### src/rtl/motor_pwm_drive_if.sv
// Command/status bundle between the position loop and the H-bridge PWM driver.
interface motor_pwm_drive_if;
   logic        enable;
   logic [11:0] errorabs;
   logic        errorsign;
   logic        pwm_out;
   logic        dir_out;
   logic        brake;
   logic        in_pos;
   logic        period_start;

   modport master (
      output enable, errorabs, errorsign,
      input  pwm_out, dir_out, brake, in_pos, period_start
   );

   modport slave (
      input  enable, errorabs, errorsign,
      output pwm_out, dir_out, brake, in_pos, period_start
   );
endinterface

### src/rtl/motor_pwm_drive.sv
// H-bridge PWM generator: proportional duty from the position error, deadband
// for in-position, and a braked dwell before every direction reversal.
module motor_pwm_drive #(
   parameter int unsigned PWM_PERIOD = 1200,
   parameter int unsigned KP_SHIFT   = 3,
   parameter int unsigned DEADBAND   = 2,
   parameter int unsigned DIR_DEAD   = 480
) (
   input  logic             clk_48,
   input  logic             reset_n,
   motor_pwm_drive_if.slave drv
);

   localparam int unsigned CNT_W  = 11;
   localparam int unsigned ERR_W  = 12;
   localparam int unsigned FULL_W = ERR_W + KP_SHIFT;
   localparam int unsigned DWL_W  = 12;

   localparam logic [CNT_W-1:0] CNT_LAST = CNT_W'(PWM_PERIOD - 1);
   localparam logic [CNT_W-1:0] DUTY_MAX = CNT_W'(PWM_PERIOD);
   localparam logic [DWL_W-1:0] DWL_LAST = DWL_W'(DIR_DEAD - 1);
   localparam logic [ERR_W-1:0] DB_LIM   = ERR_W'(DEADBAND);

   typedef enum logic [1:0] {
      ST_IDLE   = 2'd0,
      ST_RUN    = 2'd1,
      ST_SWITCH = 2'd2
   } state_t;

   state_t              r_state;
   state_t              w_state_next;
   logic [CNT_W-1:0]    r_cnt;
   logic [CNT_W-1:0]    w_cnt_next;
   logic                w_start;
   logic [CNT_W-1:0]    r_duty;
   logic [CNT_W-1:0]    w_duty_next;
   logic [CNT_W-1:0]    w_duty_req;
   logic [FULL_W-1:0]   w_scaled;
   logic                w_in_db;
   logic                r_sign;
   logic                w_sign_next;
   logic [DWL_W-1:0]    r_dwell;
   logic [DWL_W-1:0]    w_dwell_next;
   logic                w_dwell_done;
   logic                r_pwm_out;
   logic                r_dir_out;
   logic                r_brake;
   logic                r_in_pos;
   logic                r_period_start;
   logic                w_pwm_next;
   logic                w_dir_next;
   logic                w_brake_next;

   // w_start flags that the cycle after this edge is a period start (counter == 0)
   assign w_cnt_next = (r_cnt == CNT_LAST) ? '0 : r_cnt + CNT_W'(1);
   assign w_start    = (w_cnt_next == '0);

   // Requested duty: saturate at full width so large errors cannot wrap
   assign w_in_db    = (drv.errorabs <= DB_LIM);
   assign w_scaled   = FULL_W'(drv.errorabs) << KP_SHIFT;
   assign w_duty_req = w_in_db                           ? '0       :
                       (w_scaled > FULL_W'(PWM_PERIOD)) ? DUTY_MAX :
                                                          w_scaled[CNT_W-1:0];

   assign w_dwell_done = (r_state == ST_SWITCH) && (r_dwell == DWL_LAST);

   // State register
   always_ff @(posedge clk_48 or negedge reset_n) begin
      if (!reset_n) begin
         r_state <= ST_IDLE;
      end else begin
         r_state <= w_state_next;
      end
   end

   // Next-state logic; enable low overrides everything
   always_comb begin
      w_state_next = r_state;
      case (r_state)
         ST_IDLE: begin
            if (w_start) begin
               w_state_next = ST_RUN;
            end
         end
         ST_RUN: begin
            if (w_start && (w_duty_req != '0) && (drv.errorsign != r_dir_out)) begin
               w_state_next = ST_SWITCH;
            end
         end
         ST_SWITCH: begin
            if (w_dwell_done) begin
               w_state_next = ST_RUN;
            end
         end
         default: w_state_next = ST_IDLE;
      endcase
      if (!drv.enable) begin
         w_state_next = ST_IDLE;
      end
   end

   // Datapath and output next values; the first RUN period after IDLE or a reversal runs at zero duty
   always_comb begin
      w_duty_next  = r_duty;
      w_sign_next  = w_start ? drv.errorsign : r_sign;
      w_dir_next   = r_dir_out;
      w_dwell_next = '0;
      case (r_state)
         ST_RUN: begin
            if (w_start) begin
               w_duty_next = w_duty_req;
            end
         end
         ST_SWITCH: begin
            if (w_dwell_done) begin
               w_duty_next = '0;
               w_dir_next  = r_sign;
            end else begin
               w_dwell_next = r_dwell + DWL_W'(1);
               if (w_start) begin
                  w_duty_next = w_duty_req;
               end
            end
         end
         default: w_duty_next = '0;
      endcase
      if (!drv.enable) begin
         w_duty_next  = '0;
         w_dwell_next = '0;
         w_dir_next   = r_dir_out;
      end
      w_pwm_next   = (w_state_next == ST_RUN) && (w_cnt_next < w_duty_next);
      w_brake_next = (w_state_next == ST_SWITCH);
   end

   // Counter, latched duty/sign, dwell and registered outputs
   always_ff @(posedge clk_48 or negedge reset_n) begin
      if (!reset_n) begin
         r_cnt          <= '0;
         r_duty         <= '0;
         r_sign         <= 1'b0;
         r_dwell        <= '0;
         r_pwm_out      <= 1'b0;
         r_dir_out      <= 1'b0;
         r_brake        <= 1'b0;
         r_in_pos       <= 1'b0;
         r_period_start <= 1'b0;
      end else begin
         r_cnt          <= w_cnt_next;
         r_duty         <= w_duty_next;
         r_sign         <= w_sign_next;
         r_dwell        <= w_dwell_next;
         r_pwm_out      <= w_pwm_next;
         r_dir_out      <= w_dir_next;
         r_brake        <= w_brake_next;
         r_in_pos       <= w_in_db;
         r_period_start <= w_start;
      end
   end

   assign drv.pwm_out      = r_pwm_out;
   assign drv.dir_out      = r_dir_out;
   assign drv.brake        = r_brake;
   assign drv.in_pos       = r_in_pos;
   assign drv.period_start = r_period_start;

endmodule

### src/flat_wrapper.sv
// flat-port wrapper written by rule: the top's interface ports become plain ports
module motor_pwm_drive_flat 
#(
   parameter int unsigned PWM_PERIOD = 1200,
   parameter int unsigned KP_SHIFT   = 3,
   parameter int unsigned DEADBAND   = 2,
   parameter int unsigned DIR_DEAD   = 480
)
  (clk_48, reset_n, drv_enable, drv_errorabs, drv_errorsign, drv_pwm_out, drv_dir_out, drv_brake, drv_in_pos, drv_period_start);
  motor_pwm_drive_if drv_i ();
  input  logic clk_48;
  input  logic reset_n;
  input wire logic [$bits(drv_i.enable)-1:0] drv_enable;
  input wire logic [$bits(drv_i.errorabs)-1:0] drv_errorabs;
  input wire logic [$bits(drv_i.errorsign)-1:0] drv_errorsign;
  output wire logic [$bits(drv_i.pwm_out)-1:0] drv_pwm_out;
  output wire logic [$bits(drv_i.dir_out)-1:0] drv_dir_out;
  output wire logic [$bits(drv_i.brake)-1:0] drv_brake;
  output wire logic [$bits(drv_i.in_pos)-1:0] drv_in_pos;
  output wire logic [$bits(drv_i.period_start)-1:0] drv_period_start;
  assign drv_i.enable = drv_enable;
  assign drv_i.errorabs = drv_errorabs;
  assign drv_i.errorsign = drv_errorsign;
  assign drv_pwm_out = drv_i.pwm_out;
  assign drv_dir_out = drv_i.dir_out;
  assign drv_brake = drv_i.brake;
  assign drv_in_pos = drv_i.in_pos;
  assign drv_period_start = drv_i.period_start;
  motor_pwm_drive #(.PWM_PERIOD(PWM_PERIOD), .KP_SHIFT(KP_SHIFT), .DEADBAND(DEADBAND), .DIR_DEAD(DIR_DEAD)) u_core (.clk_48(clk_48), .reset_n(reset_n), .drv(drv_i));
endmodule
### config.mk
export PLATFORM = sky130hd
export DESIGN_NAME = motor_pwm_drive_flat
export DESIGN_NICKNAME = d
export VERILOG_FILES = /design/src/rtl/motor_pwm_drive_if.sv /design/src/rtl/motor_pwm_drive.sv /design/src/flat_wrapper.sv
export SDC_FILE = /design/constraint.sdc
export NUM_CORES = 1
export LEC_CHECK = 0
export CAP_MARGIN = 20
export CORE_MARGIN = 4
export CORE_UTILIZATION = 58
export CTS_CLUSTER_SIZE = 12
export DETAILED_ROUTE_END_ITERATION = 8
export PLACE_DENSITY = 0.8
export RECOVER_POWER = 100
export SLEW_MARGIN = 20
export SYNTH_ARGS = -nofsm -noshare
export SYNTH_HDL_FRONTEND = slang
export SYNTH_SLANG_ARGS = --single-unit
### constraint.sdc
create_clock -name clk_48 -period 5.4 [get_ports clk_48]
set_clock_uncertainty 0.1 [all_clocks]
set_input_delay 0.81 -clock clk_48 [delete_from_list [all_inputs] [get_ports clk_48]]
set_output_delay 0.81 -clock clk_48 [all_outputs]
set_load 0.01 [all_outputs]
==> results.cfg, run 1 <==
[clock_tree]
clk_path_buf_depth = 2
clock_latency_ps = 310
clockRootBuffer = clkbuf_8
hold_buffers = 0
cts_max_level = 2
cts_buffers = 5
tritoncts = yes
cts_sinks = 42
clkTransAtPathRegs_ps = 80
ctsResizeCount = 0
post_cts_buffers = 0

[route]
initialDrtViolationCount = 117
drt_first_pass_iters = 4
wirelength_um = 4960
drt-wirelength-per-cell_um = 15.3
routed-via-count = 1968
via_per_inst = 6.06
postRouteAntennaNets = 0
post-route-drc-count = 0

[floorplan]
core_um2 = 4060
ioPinCount = 21
die_y_um = 73.2
start_util_pct = 60.8
rows = 23
die_w_um = 73.2
die_area_um2 = 5360

[synthesis]
synthArstFlopShare_pct = 100
synthFlopType = dfrtp_1
synth_area_um2 = 2470
avgSynthCellArea_um2 = 9.68
yosysMostFrequentCell = dfrtp_1
synthTopCellsByCount = dfrtp_1, nor2_1, nand2_1, ha_1, nand3_1
synthDistinctLibCells = 50
ys_ff_latch = 42
synthTopCellsByArea = dfrtp_1, ha_1, nor2_1
synth-edff-count = 0
yosysWarnings = 0
ys_seq_area_share_pct = 42.6
synthCells = 255
yosysTopAreaCellShare_pct = 42.6
synth_top_area_cell = dfrtp_1
synth.net_count = 287

[power_and_ir_drop]
power_density_nw_per_um2 = 196
peakVddDrop_v = 0.000193
power_leakage_uw = 0.00118

[place]
port_buffers = 20
place_congestion = 0.957
place_ws_ps = 1100
dp_hpwl_um = 3700
post_dp_cell_area_um2 = 2680

[sta]
rsz0062_at_grt = no
setup_viol = 0
worstMarginPinSlew_ps = 2120
fmax_mhz = 225
finalHoldViolations = 0
slew_viol_final = 43
setup_slack_ps = 952
finalCritPeriodShare_pct = 82.4
tns_ps = 0
slew_headroom_pct = -41.4
min_period_ps = 4450

[global_routing]
grt_overflow = 0
grt_util_all_layers_pct = 21.2
antenna_found_initial = 0
grt_pass1_wl_um = 8590
grt_pass1_vias = 1885
grt_max_degree = 43

[outcome]
violations = capacitance limit, slew limit
status = finished with violations

[setup_path]
cp_slowest_cell = or4b_1
crit_path_end_kind = register
path_cells = or4b_1 > nor4_4 > a21oi_1 > nor4_4 > and2_4 > a31oi_1 > or2_0 > ha_1 > a21oi_1 > o21ai_0 > a21o_1 > a211oi_1 > nor2_1 > a311oi_1 > and4b_1
critPathKind = reg -> reg
worstPathRequired_ps = 5550
cp_slowest_stage_delay_ps = 660
critPathLaunchType = register
crit_arrival_ps = 4600
critPathMaxFanout = 13

[layout]
finish.utilization_pct = 67.9
fin_area_um2 = 2750
syn_to_final_growth_pct = 11.6
n_antenna_cell = 0
finalNetCount = 306
drive_gt1_share_pct = 5.45

[hold_path]
hp-class = reg -> reg

[run]
cap_violations = 1
-- worst max-delay path: cells and delay by family (launching register included) --
| family | cells | cell delay [ps] |
|---|---|---|
| simple gates | 7 | 2320 |
| flops | 1 | 490 |
| compound gates | 7 | 1180 |
| fa+ha+maj | 1 | 310 |
-- registers in the layout, summed over array words and instances, names as in the netlist --
name                     count
u_core.r_cnt                11
u_core.r_sign                1
u_core.drv.dir_out           1
u_core.r_state               2
u_core.drv.period_start      1
u_core.drv.pwm_out           1
u_core.drv.brake             1
u_core.drv.in_pos            1
u_core.r_duty               11
u_core.r_dwell              12
-- report_power, final --
group          internal, uW  leakage, uW  total (uW)  switching (uW)
sequential              314     0.000573         314         0.00193
combinational          10.4     0.000564        21.0            10.5
clock                  90.7    0.0000441         203             113
total                   415      0.00118         539             123
-- metal layers --
layer  vias up  share of wire [%]  track usage (%)
li1        954                  -                -
met1       936                 46             29.0
met2        65                 46             32.2
met3        13                6.1             5.23
met4         0                1.9             8.61
met5         -                  0                0
-- kinds of logic after synthesis --
| group | count (synthesis) | synth area share [%] |
|---|---|---|
| and+or+nand+nor | 117 | 26.6 |
| muxes | 5 | 2.13 |
| xor gates and xnor gates | 16 | 5.68 |
| buffers and inverters | 16 | 3.14 |
| adders and majority gates | 16 | 8.11 |
| AOI/OAI and AO/OA | 43 | 11.8 |
| DFF | 42 | 42.6 |
-- area by class of cell --
class / count / area [um^2]
clock inverters: 3 / 21.3
fillers: 316 / 1300
inverters: 8 / 30.0
flip-flops and latches: 42 / 1050
well taps: 50 / 62.6
clock buffers: 5 / 68.8
repair buffers: 20 / 194
multi-input cells: 197 / 1330
-- per-stage QoR --
stage	std cells	power, uW	hold WS (ps)
after global placement	317	342	371
after global routing	325	560	423
after CTS	325	542	394
after floorplan	255	324	353
after detailed placement	317	342	372
final	325	539	397
-- path summary, 6_finish.rpt --
path                                   startpoint  slack, ps            endpoint  cells past startpoint
worst max-delay path              u_core.r_cnt[6]        950  u_core.drv.pwm_out                     15
max in group asynchronous                 reset_n       2970     u_core.r_cnt[6]                      1
min in group asynchronous                 reset_n       1010   u_core.r_dwell[1]                      1
worst min-delay path            u_core.r_dwell[0]        400   u_core.r_dwell[0]                      1
worst min register to register  u_core.r_dwell[0]        400   u_core.r_dwell[0]                      1
worst max register to register    u_core.r_cnt[6]        950  u_core.drv.pwm_out                     15
-- cell usage in the layout, fill, tap and decap left out, types with 3 or more instances in the layout --
master            n
dfrtp_1          42
nor2_1           32
nand2_1          17
ha_1             16
nand3_1          14
clkdlybuf4s50_1  13
xor2_1           10
o21ai_0           9
inv_1             8
nor3_1            8
a31oi_1           7
a21oi_1           7
and3_1            6
xnor2_1           6
dlygate4sd3_1     6
nand4_1           5
or2_1             5
clkbuf_8          5
a21o_1            3
or3_1             3
and3b_1           3
a211oi_1          3
and2_0            3
mux2i_1           3
a21boi_0          3
(Power assumes the default switching activity.)
==> run 2, diff against run 1 <==
--- a/config.mk
+++ b/config.mk
@@ -7,10 +7,10 @@
 export LEC_CHECK = 0
 export CAP_MARGIN = 20
 export CORE_MARGIN = 4
-export CORE_UTILIZATION = 58
+export CORE_UTILIZATION = 52
 export CTS_CLUSTER_SIZE = 12
 export DETAILED_ROUTE_END_ITERATION = 8
-export PLACE_DENSITY = 0.8
+export PLACE_DENSITY = 0.76
 export RECOVER_POWER = 100
 export SLEW_MARGIN = 20
 export SYNTH_ARGS = -nofsm -noshare
==> constraint.sdc (replaced) <==
create_clock -name clk_48 -period 3.6 [get_ports clk_48]
set_clock_uncertainty 0.1 [all_clocks]
set_input_delay 0.54 -clock clk_48 [delete_from_list [all_inputs] [get_ports clk_48]]
set_output_delay 0.54 -clock clk_48 [all_outputs]
set_load 0.01 [all_outputs]
==> run 2 against run 1 <==
The run ends with capacitance limit, slew limit, setup timing left. Via count rose by 5.9%. Final area rose by 12%. Critical path depth unchanged. Non-clock buffer count is 37 higher. Clock power is 48% higher. Fmax grew 23%. Sequential share of layout area is 4.2 points lower. Die area increased by 10%. Register-to-register slack worse by 960 ps. Sequential power up 50%. Cell count is 12% higher. Power up 49%. Critical endpoint unchanged. Largest cell class unchanged. Largest power group unchanged.
==> results.cfg, run 2 (synthesized netlist as in run 1, its figures left out) <==
[setup_path]
critPathLaunchType = register
worstSetupStartpoint = u_core.r_cnt[9]
worstPathRequired_ps = 3740
r2r_slack_ps = -7
r2r_end = u_core.drv.pwm_out
critPathMaxFanout = 8
reg2reg_depth = 15
cp_slowest_stage_delay_ps = 590
crit_arrival_ps = 3750
path_cells = or4b_4 > nor2_4 > o311ai_4 > nor4_4 > and2_4 > a31oi_1 > or2_1 > ha_1 > a21oi_1 > o21ai_1 > a21o_1 > a211oi_2 > nor2_1 > a311oi_1 > and4b_1
crit_path_end_kind = register
endpoint = u_core.drv.pwm_out
reg2reg_from = u_core.r_cnt[9]
critPathKind = reg -> reg
cp_slowest_cell = or4b_4

[power_and_ir_drop]
power_leakage_uw = 0.00134
switching_share_pct = 22.4
clkPwrFrac_pct = 37.4
peakVddDrop_v = 0.000247
seq_power_share_pct = 58.6
power_density_nw_per_um2 = 260
power.switching_uw = 180
comb_power_share_pct = 4.0
p_int_uw = 624

[global_routing]
antenna_found_initial = 0
grt_overflow = 0
grt_pass1_wl_um = 9690
grt_max_degree = 43
grt_pass1_vias = 2083
grt_util_all_layers_pct = 20.2

[outcome]
violations = capacitance limit, slew limit, setup timing
status = finished with violations

[clock_tree]
clkTransAtPathRegs_ps = 80
cts_buffers = 5
tritoncts = yes
cts_max_level = 2
clk_path_buf_depth = 2
clockRootBuffer = clkbuf_8
clock_latency_ps = 300
cts_sinks = 42

[route]
drt_first_pass_iters = 4
routed-via-count = 2085
wirelength_um = 5520
postRouteAntennaNets = 0
initialDrtViolationCount = 90
post-route-drc-count = 0
via_per_inst = 5.73
drt-wirelength-per-cell_um = 15.2

[layout]
final_common_cell = dfrtp_1
final_cell_mix = dfrtp_1, buf_4, nor2_1, clkdlybuf4s50_1, nand2_1
n_antenna_cell = 0
largest_reg_flops = 12
fillCellCount = 338
drive_gt1_share_pct = 19.9
finalNetCount = 343
top_register = u_core.r_dwell
finalNonFillerCells = 364
largestRegisters = u_core.r_dwell (12), u_core.r_cnt (11), u_core.r_duty (11)
syn_to_final_growth_pct = 25.4

[floorplan]
start_util_pct = 55.2
die_area_um2 = 5910
rows = 24
core_um2 = 4470
die_y_um = 76.9
ioPinCount = 21
die_w_um = 76.9

[place]
place_congestion = 0.894
port_buffers = 20
dp_cells = 354
dp_hpwl_um = 4210
place_ws_ps = -39.0

[sta]
finalHoldViolations = 0
setup_slack_ps = -6.97
rsz0062_at_grt = yes
worstMarginPinSlew_ps = 2170
min_period_ps = 3610
slew_viol_final = 43
setup_viol = 1
finalCritPeriodShare_pct = 100
fmax_mhz = 277
slew_headroom_pct = -44.7

[hold_path]
hp-class = reg -> reg

[run]
cap_violations = 1
-- run 2: how the worst min path moves through the flow --
stage	cells past startpoint	slack, ps	end	startpoint
after floorplan	0	140	u_core.drv.brake	reset_n
after global placement	1	370	u_core.r_dwell[0]	u_core.r_dwell[0]
after detailed placement	1	380	u_core.r_duty[2]	u_core.r_duty[2]
after CTS	1	300	u_core.r_dwell[0]	reset_n
after global routing	1	410	u_core.r_duty[0]	u_core.r_duty[0]
final	1	390	u_core.r_duty[1]	u_core.r_duty[1]
-- run 2: repair_timing --
| item | 4_1_cts | 5_1_grt |
|---|---|---|
| gates resized for setup | 6 | 4 |
| hold buffers | 0 | 0 |
| setup buffers | 1 | 1 |
| pin swaps | 2 | 1 |
| setup endpoints to repair | 1 | 1 |
-- run 2: cell type report --
type / count / area, um^2 / share of cell area, %
multi-input cells: 197 / 1400 / 45.3
repair buffers: 57 / 460 / 14.9
clock buffers: 6 / 72.6 / 2.34
well taps: 52 / 65.1 / 2.10
clock inverters: 2 / 13.8 / 0.444
inverters: 8 / 30.0 / 0.970
flip-flops and latches: 42 / 1050 / 33.9
-- run 2: power by group through the flow --
stage	sequential (uW)	clock [uW]	combinational [uW]
2_1_floorplan	481	0	4.69
3_3_place_gp	481	0	32.6
3_5_place_dp	481	0	33.3
4_1_cts	471	310	33.4
5_1_grt	471	328	36.8
6_report	471	301	32.3
-- run 2: worst max-delay path: cells and delay by family, from the launching register on --
| family | cells | cell delay, ps |
|---|---|---|
| flops | 1 | 380 |
| compound gates | 7 | 960 |
| simple gates | 7 | 1820 |
| fa+ha+maj | 1 | 290 |
-- run 2: per-stage QoR --
stage	hold slack (ps)	instance area (um^2)	setup TNS (ps)	power (uW)	util, %
after floorplan	144	2500	-33.2	486	-
after global placement	370	2980	0	513	66.6
after detailed placement	378	2980	-39.0	514	66.6
after CTS	295	3090	-0.937	814	69.1
after global routing	414	3100	-276	836	69.2
final	393	3100	-6.97	804	69.2
-- run 2: per-layer routing --
| metal | global-route usage, % | wire (um) | vias up |
|---|---|---|---|
| met4 | 6.70 | 76 | 0 |
| li1 | - | - | 1023 |
| met5 | 0 | 0 | - |
| met3 | 3.86 | 199 | 8 |
| met2 | 32.5 | 2610 | 43 |
| met1 | 27.4 | 2640 | 1011 |
==> run 3, diff against run 2 <==
--- a/config.mk
+++ b/config.mk
@@ -8,10 +8,12 @@
 export CAP_MARGIN = 20
 export CORE_MARGIN = 4
 export CORE_UTILIZATION = 52
+export CTS_CLUSTER_DIAMETER = 60
 export CTS_CLUSTER_SIZE = 12
 export DETAILED_ROUTE_END_ITERATION = 8
 export PLACE_DENSITY = 0.76
 export RECOVER_POWER = 100
+export SKIP_CTS_REPAIR_TIMING = 1
 export SLEW_MARGIN = 20
 export SYNTH_ARGS = -nofsm -noshare
 export SYNTH_HDL_FRONTEND = slang
==> run 3 against run 2 <==
The run still ends with capacitance limit, slew limit, setup timing left. Die area is the same. Clock power about the same. Critical path type unchanged. Wire length rose by 0.72%. Register-to-register slack got worse by 20 ps.
==> results.cfg, run 3 (synthesized netlist as in run 1, its figures left out) <==
[sta]
fmax_mhz = 276
slew_headroom_pct = -48.1
finalHoldViolations = 0
finalCritPeriodShare_pct = 101
slew_viol_final = 43
worstMarginPinSlew_ps = 2220
setup_slack_ps = -24.1
rsz0062_at_grt = yes
setup_viol = 1
whs_ps = 395
min_period_ps = 3620

[clock_tree]
cts_max_level = 2
clockRootBuffer = clkbuf_8
clock_latency_ps = 300
cts_buffers = 5
clkTransAtPathRegs_ps = 80
clk_path_buf_depth = 2
tritoncts = yes
cts_sinks = 42

[route]
initialDrtViolationCount = 77
drt_first_pass_iters = 4
via_per_inst = 5.70
wirelength_um = 5560
drt-wirelength-per-cell_um = 15.2
postRouteAntennaNets = 0
routed-via-count = 2082
post-route-drc-count = 0

[layout]
syn_to_final_growth_pct = 26.1
finalNetCount = 344
n_antenna_cell = 0
finish.utilization_pct = 69.6
final_common_cell = dfrtp_1
largestRegisters = u_core.r_dwell (12), u_core.r_cnt (11), u_core.r_duty (11)
largest_reg_flops = 12
final_cell_mix = dfrtp_1, buf_4, nor2_1, clkdlybuf4s50_1, nand2_1
top_register = u_core.r_dwell
drive_gt1_share_pct = 20.1
finalNonFillerCells = 365

[global_routing]
grt_max_degree = 43
grt_util_all_layers_pct = 20.2
grt_overflow = 0
grt_pass1_wl_um = 9670
antenna_found_initial = 0
grt_pass1_vias = 2084

[power_and_ir_drop]
power_leakage_uw = 0.00134
power_density_nw_per_um2 = 258
finalPower_uw = 803
peakVddDrop_v = 0.000247

[outcome]
status = finished with violations
violations = capacitance limit, slew limit, setup timing

[floorplan]
start_util_pct = 55.2
ioPinCount = 21
die_area_um2 = 5910
rows = 24
die_y_um = 76.9
die_w_um = 76.9
core_um2 = 4470

[run]
cap_violations = 1

[setup_path]
crit_path_end_kind = register
worstPathRequired_ps = 3740
critPathLaunchType = register
crit_arrival_ps = 3760
critPathMaxFanout = 8
critPathKind = reg -> reg
r2r_slack_ps = -20

[place]
place_congestion = 0.894
dp_hpwl_um = 4210
port_buffers = 20
dp_cells = 354

[hold_path]
hp-class = reg -> reg
-- run 3: changes by cell type in the layout (fill, tap and decap cells not counted) --
cell,delta
mux2i_1,+1
buf_4,+1
ha_4,+1
mux2i_2,-1
ha_1,-1
-- run 3: per-stage QoR --
stage          setup TNS, ps  setup slack [ps]  area [um^2]
6_report               -24.1             -24.1         3110
5_1_grt                 -272              -272         3110
4_1_cts                -89.2             -89.2         3070
3_5_place_dp           -39.0             -39.0         2980
3_3_place_gp               0              22.3         2980
2_1_floorplan          -33.2             -33.2         2500
-- run 3: cell type report --
cell class | instances | area (um^2)
clock inverter | 2 | 13.8
sequential | 42 | 1050
tap | 52 | 65.1
inverter | 8 | 30.0
clock buffer | 6 | 72.6
multi-input combinational | 197 | 1410
fill | 332 | 1360
timing repair buffer | 58 | 468
-- run 3: where the power goes --
group / leakage (uW) / internal, uW / switching (uW)
clock: 0.0000452 / 137 / 162
sequential: 0.000573 / 471 / 0.00332
combinational: 0.000724 / 16.1 / 16.3
-- run 3: final timing paths --
check / startpoint / endpoint / cells after the start
hold / removal: u_core.r_duty[1] / u_core.r_duty[1] / 1
max in group asynchronous: reset_n / u_core.r_cnt[9] / 1
hold reg to reg: u_core.r_duty[1] / u_core.r_duty[1] / 1
setup reg to reg: u_core.r_cnt[9] / u_core.drv.pwm_out / 15
min in group asynchronous: reset_n / u_core.r_dwell[1] / 1
setup / recovery: u_core.r_cnt[9] / u_core.drv.pwm_out / 15
-- run 3: worst max-delay path, stage by stage (launching register included) --
cell and delay, ps:
dfrtp_1 380, or4b_4 590, nor2_4 150, o311ai_4 100, nor4_4 290, and2_4 250, a31oi_1 110, or2_1 240
ha_1 290, a21oi_1 140, o21ai_1 110, a21o_1 180, a211oi_2 180, nor2_1 50, a311oi_1 190, and4b_1 210
-- run 3: metal layers --
metal,GRT usage [%],vias to the layer above,routed length (um)
met4,7.25,0,92
met2,32.1,51,2620
met3,3.86,10,247
met5,0,-,0
met1,27.4,992,2600
li1,-,1029,-
